$ cat config.mk
export PLATFORM = sky130hd
export DESIGN_NAME = parity_check_arbiter_flat
export DESIGN_NICKNAME = d
export VERILOG_FILES = /design/src/rtl/parity_check_arbiter_pkg.sv /design/src/rtl/parity_check_arbiter_if.sv /design/src/rtl/parity_check_arbiter_parity_unit.sv /design/src/rtl/parity_check_arbiter.sv /design/src/flat_wrapper.sv
export SDC_FILE = /design/constraint.sdc
export NUM_CORES = 1
export LEC_CHECK = 0
export ABC_AREA = 1
export CELL_PAD_IN_SITES_DETAIL_PLACEMENT = 1
export CELL_PAD_IN_SITES_GLOBAL_PLACEMENT = 1
export CORE_MARGIN = 1.5
export CORE_UTILIZATION = 33
export CTS_CLUSTER_DIAMETER = 100
export DETAILED_ROUTE_END_ITERATION = 16
export HOLD_SLACK_MARGIN = 0.06
export PLACE_DENSITY = 0.88
export SETUP_SLACK_MARGIN = 0.3
export SYNTH_ARGS = -nofsm -noshare
export SYNTH_HDL_FRONTEND = slang
export SYNTH_SLANG_ARGS = --single-unit
$ cat constraint.sdc
create_clock -name clk -period 2.11 [get_ports clk]
set_input_delay 0.3165 -clock clk [delete_from_list [all_inputs] [get_ports clk]]
set_output_delay 0.3165 -clock clk [all_outputs]
set_load 0.005 [all_outputs]
$ cat src/rtl/parity_check_arbiter_pkg.sv
// Shared types and helpers for the parity check arbiter.
//   DATA_W       : width of one requester nibble
//   state_e      : arbiter FSM states
//   even_par_err : 1 when a {par, data} codeword violates even parity
package parity_arb_pkg;

  localparam int DATA_W = 4;

  typedef enum logic [1:0] {
    IDLE  = 2'd0,
    CHECK = 2'd1,
    RESP  = 2'd2
  } state_e;

  function automatic logic even_par_err(input logic [DATA_W:0] cw);
    return ^cw;
  endfunction

endpackage

$ cat src/rtl/parity_check_arbiter_if.sv
// Request/result bus between the receive lanes, the arbiter and the
// error-reporting consumer.
//   req/req_data/req_par : per-requester codeword offer (lane i at index i)
//   req_ack              : one-cycle capture pulse back to the lane
//   res_*                : valid/ready result channel to the consumer
// slave  = arbiter side, master = lanes + consumer side.
interface parity_check_arbiter_if
  import parity_arb_pkg::*;
#(
  parameter int NUM_REQ = 4,
  parameter int ID_W    = 2
) ();

  logic [NUM_REQ-1:0]             req;
  logic [NUM_REQ-1:0][DATA_W-1:0] req_data;
  logic [NUM_REQ-1:0]             req_par;
  logic [NUM_REQ-1:0]             req_ack;
  logic                           res_valid;
  logic                           res_ready;
  logic [ID_W-1:0]                res_id;
  logic                           res_err;

  modport slave (
    input  req, req_data, req_par, res_ready,
    output req_ack, res_valid, res_id, res_err
  );

  modport master (
    output req, req_data, req_par, res_ready,
    input  req_ack, res_valid, res_id, res_err
  );

endinterface

$ cat src/rtl/parity_check_arbiter_parity_unit.sv
// Combinational even-parity checker for one nibble codeword.
//   data_i : received nibble
//   par_i  : received even-parity bit
//   err_o  : 1 when XOR of data and parity is 1
module parity_unit
  import parity_arb_pkg::*;
(
  input  logic [DATA_W-1:0] data_i,
  input  logic              par_i,
  output logic              err_o
);

  assign err_o = even_par_err({par_i, data_i});

endmodule

$ cat src/rtl/parity_check_arbiter.sv
// Round-robin arbiter sharing one even-parity checker among NUM_REQ lanes.
// One codeword per transaction: IDLE picks a lane and captures its
// codeword (ack pulse), CHECK computes the error and loads the result,
// RESP holds the result until the consumer takes it.
//   clk, rst : clock, synchronous active-high reset
//   bus      : request/result interface (slave side)
//   err_clr  : synchronous clear of err_cnt, wins over an increment
//   err_cnt  : saturating count of errored codewords
//   busy     : high whenever the FSM is not in IDLE
module parity_check_arbiter
  import parity_arb_pkg::*;
#(
  parameter int NUM_REQ = 4,
  parameter int ID_W    = 2,
  parameter int CNT_W   = 8
) (
  input  logic                 clk,
  input  logic                 rst,
  parity_check_arbiter_if.slave bus,
  input  logic                 err_clr,
  output logic [CNT_W-1:0]     err_cnt,
  output logic                 busy
);

  state_e              state_q;
  logic [ID_W-1:0]     rr_q;
  logic [DATA_W-1:0]   data_q;
  logic                par_q;
  logic [ID_W-1:0]     id_q;
  logic [NUM_REQ-1:0]  ack_q;
  logic                res_valid_q;
  logic [ID_W-1:0]     res_id_q;
  logic                res_err_q;
  logic [CNT_W-1:0]    err_cnt_q;
  logic                busy_q;

  // Round-robin pick: first requesting lane at or after rr_q, wrapping
  // modulo NUM_REQ (which need not be a power of two).
  logic                sel_found;
  logic [ID_W-1:0]     sel_id;
  logic [NUM_REQ-1:0]  ack_d;
  logic [ID_W:0]       cand;

  always_comb begin
    sel_found = 1'b0;
    sel_id    = '0;
    cand      = '0;
    for (int k = 0; k < NUM_REQ; k++) begin
      cand = {1'b0, rr_q} + (ID_W+1)'(k);
      if (cand >= (ID_W+1)'(NUM_REQ)) cand = cand - (ID_W+1)'(NUM_REQ);
      if (!sel_found && bus.req[cand[ID_W-1:0]]) begin
        sel_found = 1'b1;
        sel_id    = cand[ID_W-1:0];
      end
    end
  end

  always_comb begin
    ack_d         = '0;
    ack_d[sel_id] = 1'b1;
  end

  // Pointer moves past the lane just served so it loses to other pending lanes.
  logic [ID_W-1:0] rr_d;
  assign rr_d = (res_id_q == ID_W'(NUM_REQ-1)) ? '0 : res_id_q + ID_W'(1);

  // Checker works on the captured codeword, so lane changes after ack are ignored.
  logic par_err;

  parity_unit u_parity (
    .data_i (data_q),
    .par_i  (par_q),
    .err_o  (par_err)
  );

  always_ff @(posedge clk) begin
    if (rst) begin
      state_q     <= IDLE;
      rr_q        <= '0;
      data_q      <= '0;
      par_q       <= 1'b0;
      id_q        <= '0;
      ack_q       <= '0;
      res_valid_q <= 1'b0;
      res_id_q    <= '0;
      res_err_q   <= 1'b0;
      err_cnt_q   <= '0;
      busy_q      <= 1'b0;
    end else begin
      ack_q <= '0;

      if (err_clr)
        err_cnt_q <= '0;
      else if (state_q == CHECK && par_err && err_cnt_q != '1)
        err_cnt_q <= err_cnt_q + CNT_W'(1);

      case (state_q)
        IDLE: begin
          if (sel_found) begin
            data_q  <= bus.req_data[sel_id];
            par_q   <= bus.req_par[sel_id];
            id_q    <= sel_id;
            ack_q   <= ack_d;
            busy_q  <= 1'b1;
            state_q <= CHECK;
          end
        end
        CHECK: begin
          res_id_q    <= id_q;
          res_err_q   <= par_err;
          res_valid_q <= 1'b1;
          state_q     <= RESP;
        end
        RESP: begin
          if (bus.res_ready) begin
            res_valid_q <= 1'b0;
            rr_q        <= rr_d;
            busy_q      <= 1'b0;
            state_q     <= IDLE;
          end
        end
        default: begin
          res_valid_q <= 1'b0;
          busy_q      <= 1'b0;
          state_q     <= IDLE;
        end
      endcase
    end
  end

  assign bus.req_ack   = ack_q;
  assign bus.res_valid = res_valid_q;
  assign bus.res_id    = res_id_q;
  assign bus.res_err   = res_err_q;
  assign err_cnt       = err_cnt_q;
  assign busy          = busy_q;

endmodule

$ cat src/flat_wrapper.sv
// flat-port wrapper written by rule: the top's interface ports become plain ports
module parity_check_arbiter_flat import parity_arb_pkg::*;
#(
  parameter int NUM_REQ = 4,
  parameter int ID_W    = 2,
  parameter int CNT_W   = 8
)
  (clk, rst, err_clr, err_cnt, busy, bus_req, bus_req_data, bus_req_par, bus_res_ready, bus_req_ack, bus_res_valid, bus_res_id, bus_res_err);
  parity_check_arbiter_if #(.NUM_REQ(NUM_REQ), .ID_W(ID_W)) bus_i ();
  input  logic clk;
  input  logic rst;
  input  logic err_clr;
  output logic [CNT_W-1:0] err_cnt;
  output logic busy;
  input wire logic [$bits(bus_i.req)-1:0] bus_req;
  input wire logic [$bits(bus_i.req_data)-1:0] bus_req_data;
  input wire logic [$bits(bus_i.req_par)-1:0] bus_req_par;
  input wire logic [$bits(bus_i.res_ready)-1:0] bus_res_ready;
  output wire logic [$bits(bus_i.req_ack)-1:0] bus_req_ack;
  output wire logic [$bits(bus_i.res_valid)-1:0] bus_res_valid;
  output wire logic [$bits(bus_i.res_id)-1:0] bus_res_id;
  output wire logic [$bits(bus_i.res_err)-1:0] bus_res_err;
  assign bus_i.req = bus_req;
  assign bus_i.req_data = bus_req_data;
  assign bus_i.req_par = bus_req_par;
  assign bus_i.res_ready = bus_res_ready;
  assign bus_req_ack = bus_i.req_ack;
  assign bus_res_valid = bus_i.res_valid;
  assign bus_res_id = bus_i.res_id;
  assign bus_res_err = bus_i.res_err;
  parity_check_arbiter #(.NUM_REQ(NUM_REQ), .ID_W(ID_W), .CNT_W(CNT_W)) u_core (.clk(clk), .rst(rst), .bus(bus_i), .err_clr(err_clr), .err_cnt(err_cnt), .busy(busy));
endmodule
==> impl_results.md <==
* Avg Inst Size Synth at 6.80 um2
* CTS max path bufs at 2
* Die span in x at 74.5 um
* CTS Buf Count at 3
* Worst Path Max Fanout at 13
* Per-cell routed wire length at 13.7 um
* Async SR Flop Fraction at 0%
* Post-Layout Cell Count at 373
* Antenna Nets Post-Route at 0
* Fin area at 2460 um2
* Crit path DAT at 2.06 ns
* Vias per inst at 4.84
* Skew-Pair Late Insertion Delay at 0.28 ns
* Area grow syn2layout at 46.0%
* Mapped Area at 1690 um2
* Vias in the first global route at around 1,800
* CTS tree: yes
* Critical Path RT at ~2.3 ns
* H-Tree Depth at 1
* Setup CP Type: reg -> reg
* Lkg Pwr at about 1.1 nW
* Final setup vio count at 0
* Post-synthesis sequential area ratio at about a third
* Yosys top cell area share at between 30% and 40%
* Netlist cell types at 28
* Worst-Margin Slew at 0.439 ns
* Post-Place Cells at 359
* CP top delay family: simple AND/OR/NAND/NOR gates
* Fin crit share at 88.8%
* Top cells by area, synth: dfxtp_1 (33%), nand2_1 (15%), nor2_1 (6.0%)
* Total grt overflow at 0
* Largest area contributor in the netlist: dfxtp_1
* Final Hold Viols at 0
* Crit-path cells: buf_4 -> nand2_1 -> nand2_1 -> nand2_2 -> nand2_2 -> nor2_4 -> nand3b_1 -> nand2_2 -> clkinv_4 -> nor2_1 -> nor2_1 -> nand2_1 -> inv_1
* Status: finished, final reports clean
* # diodes at 0
* Area of the multi-input gates at about 1100 um2
* Iter 0 DRT Violations at 76
* # fillers at 635
* PD cells at 698 nW/um2
* Crit path buf inv count at 3
* Number of remaining DRC errors at 0
* Overall Power at 1.72 mW
* Layout cell share with drive strength beyond 1 at around a quarter
* Nets at 337
* Sequential cell area at about 570 um2
* Initial Util at 35.0%
* Final WS setup at 0.237 ns
* Minimum clock period at ~1.9 ns
* Place WS at -0.0469 ns
* Slowest CP cell: dfxtp_4
* Port Buffers at 44
* Max-cap check violation count at 0
* Hold crit path type: reg -> reg
* CP max stage delay at 0.40 ns
* Cell area after placement at 2200 um2
* Initial antenna violation count at 0
* Setup repair after global routing missed its margin: yes
* Final Max Slew Viols at 0
* #FFs+latches synth at 28
* Core area at 4820 um2
* Main synth FF type: dfxtp_1
* Global Route Usage Sum at 18.1%
* Routed vias at 1,804
* DR pass1 iterations at 4
* Cell count after synthesis at 248
* CP endpoint kind: register
* Final wirelength at 5110 um
* Max Clk Rate at roughly 530 MHz
* Post-Syn Nets at approximately 280
* Die Height at 74.5 um
* Critical path launch point type: register
* Synth warn at 0
* Gp weighted congestion at roughly 0.91
* Row cnt at 25
* Global-route wire length before repair at 7830 um
* Top Ports at 45
* HPWL after DPL at roughly 3500 um
* Peak supply drop at 385 uV
* Clk slew on worst S/H paths at roughly 0.10 ns
* Clock root cell: clkbuf_8
* Die ar. at around 5500 um2
* Slew margin rel. at 70.6%
* Largest net degree at the start of global routing at 16
* Fin Hold WS at 0.485 ns
* Clk sinks at 28
* EDFF count, synth at 0
* Worst Skew at roughly 0.0032 ns
[cell usage in the layout, fill, tap and decap left out, drive strengths merged]
cell,instances
clkbuf,4
nor3,7
xor2,2
o21ai,11
xnor2,7
buf,14
clkinv,1
dlymetal6s2s,4
nor2,30
clkdlybuf4s50,40
nand2,87
nand4,3
a21oi,14
nand3,25
dfxtp,28
a211oi,1
and2,1
nand3b,4
ha,2
inv,21
[power breakdown]
| group | total (mW) | switching (mW) | leakage, nW | internal, mW |
|---|---|---|---|---|
| clock | 0.341 | 0.173 | 0.0288 | 0.168 |
| sequential | 0.644 | 0.0514 | 0.231 | 0.593 |
| combinational | 0.733 | 0.414 | 0.841 | 0.319 |
[flip-flops by register name (all words and copies together), names as in the netlist]
signal	count
u_core.err_cnt	8
u_core.bus.req_ack	4
u_core.data_q	4
u_core.bus.res_id	2
u_core.id_q	2
u_core.rr_q	2
u_core.state_q	2
u_core.bus.res_err	1
u_core.bus.res_valid	1
u_core.busy	1
u_core.par_q	1
[timing repair]
action                                 in CTS  in global routing
setup buffers                               0                 10
pin swaps                                   0                 11
endpoints found under the hold margin       0                  0
resized for setup                           8                 35
setup endpoints to repair                  19                 19
hold buffers                                0                  0
[worst reg2reg max path, stage by stage (launching register included)]
cell and delay [ns]:
dfxtp_4 0.40, buf_4 0.15, nand2_1 0.06, nand2_1 0.10, nand2_2 0.10, nand2_2 0.07, nor2_4 0.12, nand3b_1 0.15
nand2_2 0.17, clkinv_4 0.12, nor2_1 0.13, nor2_1 0.08, nand2_1 0.10, inv_1 0.04
[final timing paths]
kind,start,to,slack [ns],cells after the start
worst max-delay path,u_core.rr_q[0],u_core.data_q[3],0.24,13
worst min-delay path,u_core.bus.res_err,u_core.bus.res_err,0.49,2
worst min register to register,u_core.bus.res_err,u_core.bus.res_err,0.49,2
worst max register to register,u_core.rr_q[0],u_core.data_q[3],0.24,13
[per-layer routing]
metal	track usage [%]	wire [um]
met3	2.44	147
met1	24.5	2360
met4	5.66	76
met2	30.1	2530
met5	0	0
[area by class of cell]
type,count,share of cell area [%]
flip-flops and latches,28,23.0
repair buffers,58,22.9
multi-input cells,194,44.6
well taps,67,3.41
clock buffers,4,2.24
inverters,22,3.87
[cell families (layout without fill, tap and decap cells)]
family	count (synthesis)	after routing	share of synthesized area, %
flip-flops	28	28	33.3
AO/OA/AOI/OAI	26	26	8.09
adder cells (fa/ha/maj)	2	2	1.48
AND/OR/NAND/NOR	157	157	45.4
buffers and inverters	26	84	7.13
XOR/XNOR	9	9	4.68
[synthesized netlist by cell type, types with 4 or more instances]
cell and count:
xnor2_1 7, nand2_1 69, dfxtp_1 28, nand3_2 4, nor3_1 7, nand3b_1 4
inv_2 4, a21oi_1 13, nor2_1 27, inv_1 18, o21ai_0 10, nand2_2 15
nand3_1 20
[metrics by stage]
stage	utilization, %	setup TNS, ns
after CTS	47.5	0
after detailed placement	45.7	-0.0783
after global routing	51.1	0
after global placement	45.7	0
after floorplan	-	0
final	51.1	0
(Power assumes the default switching activity.)
